===== config.mk =====
export PLATFORM = sky130hd
export DESIGN_NAME = iq_issue_scheduler
export DESIGN_NICKNAME = d
export VERILOG_FILES = /design/src/rtl/iq_issue_scheduler.sv
export SDC_FILE = /design/constraint.sdc
export NUM_CORES = 1
export LEC_CHECK = 0
export BUFFER_PORTS_ARGS = -buffer_cell sky130_fd_sc_hd__buf_2
export CAP_MARGIN = 10
export CORE_MARGIN = 1.5
export CORE_UTILIZATION = 30
export CTS_BUF_LIST = sky130_fd_sc_hd__clkbuf_16
export DETAILED_ROUTE_END_ITERATION = 7
export SYNTH_ARGS = -nofsm -noshare
export SYNTH_HDL_FRONTEND = slang
export SYNTH_SLANG_ARGS = --single-unit

===== constraint.sdc =====
create_clock -name clk -period 6.1 [get_ports clk]
set_input_delay 1.525 -clock clk [delete_from_list [all_inputs] [get_ports clk]]
set_output_delay 1.525 -clock clk [all_outputs]
set_load 0.005 [all_outputs]

===== src/rtl/iq_issue_scheduler.sv =====
// iq_issue_scheduler: one-entry issue register between the instruction queue
// and execute, with a 32-entry RAW/WAW scoreboard and an in-flight writer limit.
// Optional stall statistics are compiled in when IQ_SCHED_STATS_EN is defined.
module iq_issue_scheduler #(
    parameter int unsigned MAX_INFLIGHT = 8,
    parameter int unsigned CNT_W        = 4
) (
    input  logic             clk,
    input  logic             reset,
    input  logic             in_valid,
    input  logic [74:0]      instr_in,
    output logic             in_ready,
    output logic             out_valid,
    output logic [74:0]      instr_out,
    input  logic             out_ready,
    input  logic             wb_valid,
    input  logic [4:0]       wb_dest,
    input  logic             flush,
    output logic [31:0]      busy_vec,
    output logic [CNT_W-1:0] inflight
`ifdef IQ_SCHED_STATS_EN
    ,
    output logic [15:0]      stall_hazard_cnt,
    output logic [15:0]      stall_credit_cnt
`endif
);

    localparam logic [CNT_W-1:0] MAX_C = CNT_W'(MAX_INFLIGHT);

    typedef enum logic {EMPTY, FULL} state_e;

    state_e            state_q, state_d;
    logic [74:0]       instr_q, instr_d;
    logic [31:0]       busy_q, busy_d;
    logic [CNT_W-1:0]  cnt_q, cnt_d;

    logic [4:0] src1_c, src2_c, dest_c, held_dest_c;
    logic       hazard_c, credit_ok_c, wb_clr_c, flush_clr_c, accept_c, inc_c;
    logic [1:0] dec_c;

    assign src1_c      = instr_in[70:66];
    assign src2_c      = instr_in[65:61];
    assign dest_c      = instr_in[58:54];
    assign held_dest_c = instr_q[58:54];

    // Hazard, credit and ready decode with same-cycle writeback bypass.
    always_comb begin
        hazard_c = 1'b0;
        if (busy_q[src1_c] && !(wb_valid && wb_dest == src1_c)) hazard_c = 1'b1;
        if (busy_q[src2_c] && !(wb_valid && wb_dest == src2_c)) hazard_c = 1'b1;
        if (busy_q[dest_c] && !(wb_valid && wb_dest == dest_c)) hazard_c = 1'b1;
        wb_clr_c    = wb_valid && busy_q[wb_dest];
        credit_ok_c = (cnt_q < MAX_C) || (dest_c == 5'd0) || wb_clr_c;
        in_ready    = !flush && !hazard_c && ((state_q == EMPTY) || out_ready) && credit_ok_c;
        accept_c    = in_valid && in_ready;
    end

    // Next-state: FSM, issue register, scoreboard and in-flight count.
    always_comb begin
        state_d     = state_q;
        instr_d     = instr_q;
        busy_d      = busy_q;
        inc_c       = 1'b0;
        dec_c       = 2'd0;
        flush_clr_c = 1'b0;

        if (flush) begin
            state_d = EMPTY;
        end else if (accept_c) begin
            state_d = FULL;
            instr_d = instr_in;
        end else if (state_q == FULL && out_ready) begin
            state_d = EMPTY;
        end

        if (wb_clr_c) begin
            busy_d[wb_dest] = 1'b0;
            dec_c           = dec_c + 2'd1;
        end

        // A flushed instruction never writes back, so release its destination
        // here unless the writeback above already did.
        flush_clr_c = flush && (state_q == FULL) && busy_q[held_dest_c]
                      && !(wb_clr_c && (wb_dest == held_dest_c));
        if (flush_clr_c) begin
            busy_d[held_dest_c] = 1'b0;
            dec_c               = dec_c + 2'd1;
        end

        // Set after clear so a same-cycle set wins.
        if (accept_c && dest_c != 5'd0) begin
            busy_d[dest_c] = 1'b1;
            inc_c          = 1'b1;
        end

        busy_d[0] = 1'b0;
        cnt_d     = cnt_q + CNT_W'(inc_c) - CNT_W'(dec_c);
    end

    // State and datapath registers.
    always_ff @(posedge clk or posedge reset) begin
        if (reset) begin
            state_q <= EMPTY;
            instr_q <= '0;
            busy_q  <= '0;
            cnt_q   <= '0;
        end else begin
            state_q <= state_d;
            instr_q <= instr_d;
            busy_q  <= busy_d;
            cnt_q   <= cnt_d;
        end
    end

    assign out_valid = (state_q == FULL);
    assign instr_out = instr_q;
    assign busy_vec  = busy_q;
    assign inflight  = cnt_q;

`ifdef IQ_SCHED_STATS_EN
    logic [15:0] hz_cnt_q, cr_cnt_q;

    // Saturating stall counters; hazard takes precedence over credit.
    always_ff @(posedge clk or posedge reset) begin
        if (reset) begin
            hz_cnt_q <= '0;
            cr_cnt_q <= '0;
        end else if (in_valid && !in_ready) begin
            if (hazard_c) begin
                if (hz_cnt_q != 16'hFFFF) hz_cnt_q <= hz_cnt_q + 16'd1;
            end else if (!credit_ok_c) begin
                if (cr_cnt_q != 16'hFFFF) cr_cnt_q <= cr_cnt_q + 16'd1;
            end
        end
    end

    assign stall_hazard_cnt = hz_cnt_q;
    assign stall_credit_cnt = cr_cnt_q;
`else
    // Statistics disabled: no extra ports or state.
`endif

endmodule


; ---- Word-level counts from Yosys, hierarchy flattened
; Cells that the tools add are included.
[word_totals]
inputBits = 86
register_bits = 111
elab_cells = 88
output_inout_bits = 113
[op_classes]
addsub = 3
n_eq_ne = 4
magnitude_cmp = 9
muxes = 28
n_reduce_logical = 33
n_bitwise = 7
[ops]
columns = op, n
row1 = $mux 32, 3
row2 = $and 32x32->32, 2
row3 = $not 32->32, 2
row4 = $or 32x32->32, 1
row5 = $lt 5x6->1 const B, 5
row6 = $bmux 1 s5, 5
row7 = $eq 5x5->1, 4
row8 = $logic_and 1x1->1, 20
row9 = $mux 1, 16
row10 = $demux 1 s5, 3
row11 = $ge 5x1->1 const B, 3
row12 = $logic_not 1->1, 6
row13 = $logic_not 5->1, 1
row14 = $reduce_bool 5->1, 1
row15 = $add 4x1->4, 1
row16 = $lt 4x4->1 const B, 1
row17 = $sub 4x2->4, 1
row18 = $logic_or 1x1->1, 3
row19 = $reduce_bool 3->1, 1
row20 = $add 2x1->2 const B, 1
row21 = $mux 2, 1
row22 = $not 1->1, 2
row23 = $reduce_and 2->1, 1

; ---- Depth between registers and ports, before layout
[logic_depth]
ltp_word = 16
ltp_mapped = 19
depth_no_buf = 13

; ---- Least setup slack after synthesis
; OpenSTA, ideal clock, no wires.
[synth_timing]
path_type = input to register
start = input port instr_in[61]
end = register cnt_q[2], in the netlist inflight[2]
cell_stages = 16
n_path_buf = 4
setup_time_ps = 123
setup_slack_ps = 1239
t_arrival_ps = 4738
t_required_ps = 5977
path_cell_list = buf_2 > mux4_2 > nor2b_1 > a211o_1 > a211o_1 > nor4b_2 > buf_4 > buf_6 > buf_4 > o21ai_1 > ha_1 > inv_1 > ha_1 > inv_1 > fa_1 > xnor2_1
[synth_via]
elab_chain_len = 15
word_cells_on_any_way = 17
cone_classes = add/sub (2) / eq/ne (1) / mux (5) / reduce/logical (9)
[synth_lines]
columns = item, line
row1 = from (decl), 11  ; input logic [74:0] instr_in,
row2 = branches (longest 3 deep; another with $bmux 1 s5), n/a
row3 = $logic_and 1x1->1 *, 50  ; if (busy_q[src2_c] && !(wb_valid && wb_dest == src2_c)) hazard_c = 1'b1;
row4 = $mux 1 *, 50
row5 = $mux 1 *, 51  ; if (busy_q[dest_c] && !(wb_valid && wb_dest == dest_c)) hazard_c = 1'b1;
row6 = $logic_not 1->1 *, 54  ; in_ready = !flush && !hazard_c && ((state_q == EMPTY) || out_ready) && credit_ok_c;
row7 = $logic_and 1x1->1 * (3 in a row), 54
row8 = $logic_and 1x1->1 *, 55  ; accept_c = in_valid && in_ready;
row9 = $logic_and 1x1->1 *, 91  ; if (accept_c && dest_c != 5'd0) begin
row10 = $mux 1 *, 91
row11 = $add 4x1->4 *, 97  ; cnt_d = cnt_q + CNT_W'(inc_c) - CNT_W'(dec_c);
row12 = $sub 4x2->4 *, 97
row13 = via cnt_d[2], 35  ; logic [CNT_W-1:0] cnt_q, cnt_d;
row14 = to (signal assigned), 111  ; cnt_q <= cnt_d;
row15 = to (decl), 35
; Mark *: on every way through the listed nets, which the timed path passes. The select of a mux whose other input is x is not followed.
; A chain may end at the register's enable or synchronous reset.

; ---- Worst setup path in the final report
[layout_timing]
start = input port wb_dest[1]
end = output port in_ready
[layout_via]
elab_chain_len = 11
word_cells_on_any_way = 23
cone_classes = eq/ne (3) / mux (5) / reduce/logical (15)
[layout_lines]
columns = item, line
row1 = from (decl), 17  ; input logic [4:0] wb_dest,
row2 = $eq 5x5->1, 49  ; if (busy_q[src1_c] && !(wb_valid && wb_dest == src1_c)) hazard_c = 1'b1;
row3 = $logic_and 1x1->1, 49
row4 = $logic_not 1->1, 49
row5 = $logic_and 1x1->1, 49
row6 = $mux 1, 49
row7 = $mux 1, 50
row8 = $mux 1, 51
row9 = $logic_not 1->1, 54
row10 = $logic_and 1x1->1 (2 in a row), 54
row11 = $logic_and 1x1->1 *, 54
row12 = to (decl), 12  ; output logic in_ready,
; Mark *: on every way between the ends. The rest lies on a longest branch, timed or not. The select of a mux whose other input is x is not followed.

==> results.md <==
* Clock transition at path regs at 80 ps
* Detailed-route via count at 5856
* CTS Buffer Depth at 2
* CTS tree: yes
* Arrival time at the worst endpoint at 3950 ps
* I/O Pins at 199
* # placed instances at 1060
* Leak at 3.86 nW
* Area leader, netlist: dfrtp_1
* Via/cell ratio at 5.44
* Antenna violations before repair at 0
* Worst setup EP type: output port
* Maximum clock rate at 183 MHz
* Setup slack after placement at 694 ps
* Initial DRT Pass Iterations at 6
* PostCTS Resize Cnt at 0
* Switching Power at 1.14 mW
* P per Cell Area at 371 nW/um2
* Post-CTS setup buffers at 0
* FF+latch count, synth at 111
* H-Tree Depth at 3
* Dpl hpwl at 15.4 mm
* Register area share after synthesis at 40.0%
* Detail Route Antenna Nets at 0
* Ys Warns at 0
* Number of DRC markers in iteration 0 at 476
* Die X at 155 um
* CTS sink cnt at 111
* Flop pwr share at 43.6%
* Synth top area cells: dfrtp_1 40%, mux2_1 12%, mux2i_1 5.2%
* Startpoint Class: input pin
* Synth unique cells at 67
* TritonCTS Buffers at 9
* Net Sw Frac at 37.2%
* Clk root buf: clkbuf_16
* Ys async rst share at 100%
* Largest net degree at the start of global routing at 108
* # diodes at 0
* Ys flop type: dfrtp_1
* Final setup vio count at 0
* Peak supply drop at 154 uV
* Combinational Power Share at 36.6%
* DRC errors left at 0
* CTS Hold Buffers Added at 0
* WP data required at 4580 ps
* Cell area after synthesis at 6940 um2
* Crit path max fanout at 26
* Mapped Cells at 625
* Total negative slack at 0 ps
* GRT overflow at 0
* Fillers at 2253
* Worst-skew pair later-pin latency at 360 ps
* Slew Viols, Final at 0
* Fin crit share at 89.8%
* Vias in the first global route at 5774
* Die area at 24100 um2
* Area Growth Syn to Fin at 19.6%
* Final Hold Viols at 0
* Detailed Route WL at 21.8 mm
* Number of port buffers at 197
* Skew final at 10.7 ps
* HP Class: flop to flop
* Post-Syn Area per Cell at 11.1 um2
* Die height at 155 um
* Min cycle time layout at 5480 ps
* Core footprint at 22600 um2
* Drt wl/cell at 20.3 um
* Status: complete, no violations
* EDFF count, synth at 0
* Least-Margin Pin Slew at 1270 ps
* Max_cap viols at 0
* RSZ-0062 raised after global routing: false
* Int Pwr at 1.93 mW
* Cell Rows at 55
* First-pass GRT wire length at 33.6 mm
* Non-Filler Instances at 1076
* Yosys top cell area share at 40.0%
* Initial Utilization at 30.6%
* GPL Wtd Cong at 0.905
* Post-route setup slack at 624 ps
* Setup CP Type: input pin to output port
* All-layer global routing usage at 18.2%
* Layout Nets at 879
* Post-Syn Nets at 718
* Share of layout cells above drive strength 1 at 34.5%
* Clk pwr share at 19.8%
* Slew HR at 14.9%
-- metal layers --
metal | routed length [um] | track usage (%)
met1 | 9300 | 25.3
met2 | 9740 | 27.6
met3 | 2170 | 3.57
met4 | 638 | 7.46
met5 | 0 | 0
-- cell usage in the layout (no fill, tap or decap), types with 3 or more instances in the layout --
master     instances
buf_2            197
dfrtp_1          111
mux2_1            75
nor2_1            46
nand2_1           42
mux2i_1           36
a21o_1            20
o221a_2           18
mux4_2            16
nand3_1           14
xnor2_1           13
inv_1             13
xor2_1            10
o21ai_0           10
nor2b_1            9
nor3_1             9
clkbuf_16          9
mux2_2             7
nor3b_1            7
nand4_1            7
nand3b_1           7
o2bb2ai_1          7
o21ai_1            6
ha_1               6
nand2b_1           5
a22oi_1            5
o31a_1             5
a21bo_2            5
and3_1             4
or3_1              4
or2_2              4
o32ai_1            4
o22ai_1            4
nor4_1             3
o31ai_1            3
clkinv_4           3
buf_4              3
-- per-stage QoR --
step                      power [mW]  hold WS [ps]  utilization (%)  cell area [um2]
after CTS                       3.12           490             36.7             8300
after global routing            3.29           503             36.7             8300
final                           3.08           486             36.7             8300
after detailed placement        2.49           469             35.3             8000
after global placement          2.47           461             35.3             8000
after floorplan                 1.95           483                -             6940
-- synthesized netlist by cell type, types with 3 or more instances --
| cell type | n |
|---|---|
| o32ai_1 | 4 |
| or2_2 | 4 |
| xor2_1 | 10 |
| buf_2 | 8 |
| nor2_1 | 46 |
| and3_1 | 4 |
| xnor2_1 | 13 |
| nor4_1 | 3 |
| nand4_1 | 7 |
| buf_1 | 9 |
| mux2_1 | 75 |
| o22ai_1 | 4 |
| o221a_2 | 18 |
| nand2_1 | 42 |
| dfrtp_1 | 111 |
| nand3b_1 | 7 |
| ha_1 | 6 |
| o2bb2ai_1 | 7 |
| o21ai_1 | 6 |
| mux4_2 | 16 |
| nor2b_1 | 9 |
| a22oi_1 | 5 |
| o21ai_0 | 10 |
| nand2b_1 | 5 |
| o31ai_1 | 3 |
| clkbuf_1 | 14 |
| nor3_1 | 9 |
| nor3b_1 | 7 |
| nand3_1 | 14 |
| buf_4 | 5 |
| a21o_1 | 20 |
| mux2i_1 | 36 |
| or3_1 | 4 |
| inv_1 | 14 |
| o31a_1 | 5 |
| buf_6 | 15 |
| mux2_2 | 7 |
| a21bo_2 | 5 |
-- power groups by stage --
stage | clock (mW) | sequential [mW] | combinational (mW)
floorplan | 0 | 1.26 | 0.690
global placement | 0 | 1.34 | 1.13
detailed placement | 0 | 1.35 | 1.14
CTS | 0.636 | 1.34 | 1.14
global route | 0.660 | 1.39 | 1.24
finish | 0.609 | 1.34 | 1.13
-- state kept, by name, indices dropped and copies added, names as in the netlist --
| name | cells |
|---|---|
| busy_vec | 31 |
| inflight | 4 |
| instr_out | 75 |
| out_valid | 1 |
-- critical path: stages --
cell	delay (ps)
buf_2	510
mux2i_1	280
nor3_1	70
or4_4	560
o41ai_1	660
nor3_1	160
buf_2	180
-- worst paths after layout --
kind	startpoint	endpoint	cells after the start	slack [ps]
worst max-delay path	wb_dest[1]	in_ready	7	620
worst min-delay path	instr_out[43]	instr_out[43]	1	490
worst max register to register	busy_vec[18]	inflight[2]	13	2430
worst min register to register	instr_out[43]	instr_out[43]	1	490
max in group asynchronous	reset	instr_out[25]	3	3650
min in group asynchronous	reset	instr_out[15]	2	1340
-- logic make-up after synthesis --
| logic type | Yosys count | share of synthesized area [%] |
|---|---|---|
| xor+xnor | 23 | 2.90 |
| other cells | 1 | 0.0540 |
| flops | 111 | 40.0 |
| simple gates | 175 | 12.9 |
| mux | 134 | 23.7 |
| compound gates | 109 | 13.5 |
| buf+inv | 65 | 5.55 |
| fa+ha+maj | 7 | 1.37 |
-- cell type report --
| cell class | count | area, um2 | area share, % |
|---|---|---|---|
| clock buffer | 9 | 225 | 2.71 |
| clock inverter | 7 | 71.3 | 0.859 |
| inverter | 14 | 55.1 | 0.663 |
| multi-input combinational | 449 | 3780 | 45.6 |
| sequential | 111 | 2780 | 33.5 |
| tap | 285 | 357 | 4.30 |
| timing repair buffer | 201 | 1030 | 12.4 |
Power figures use the tool's default switching activity.
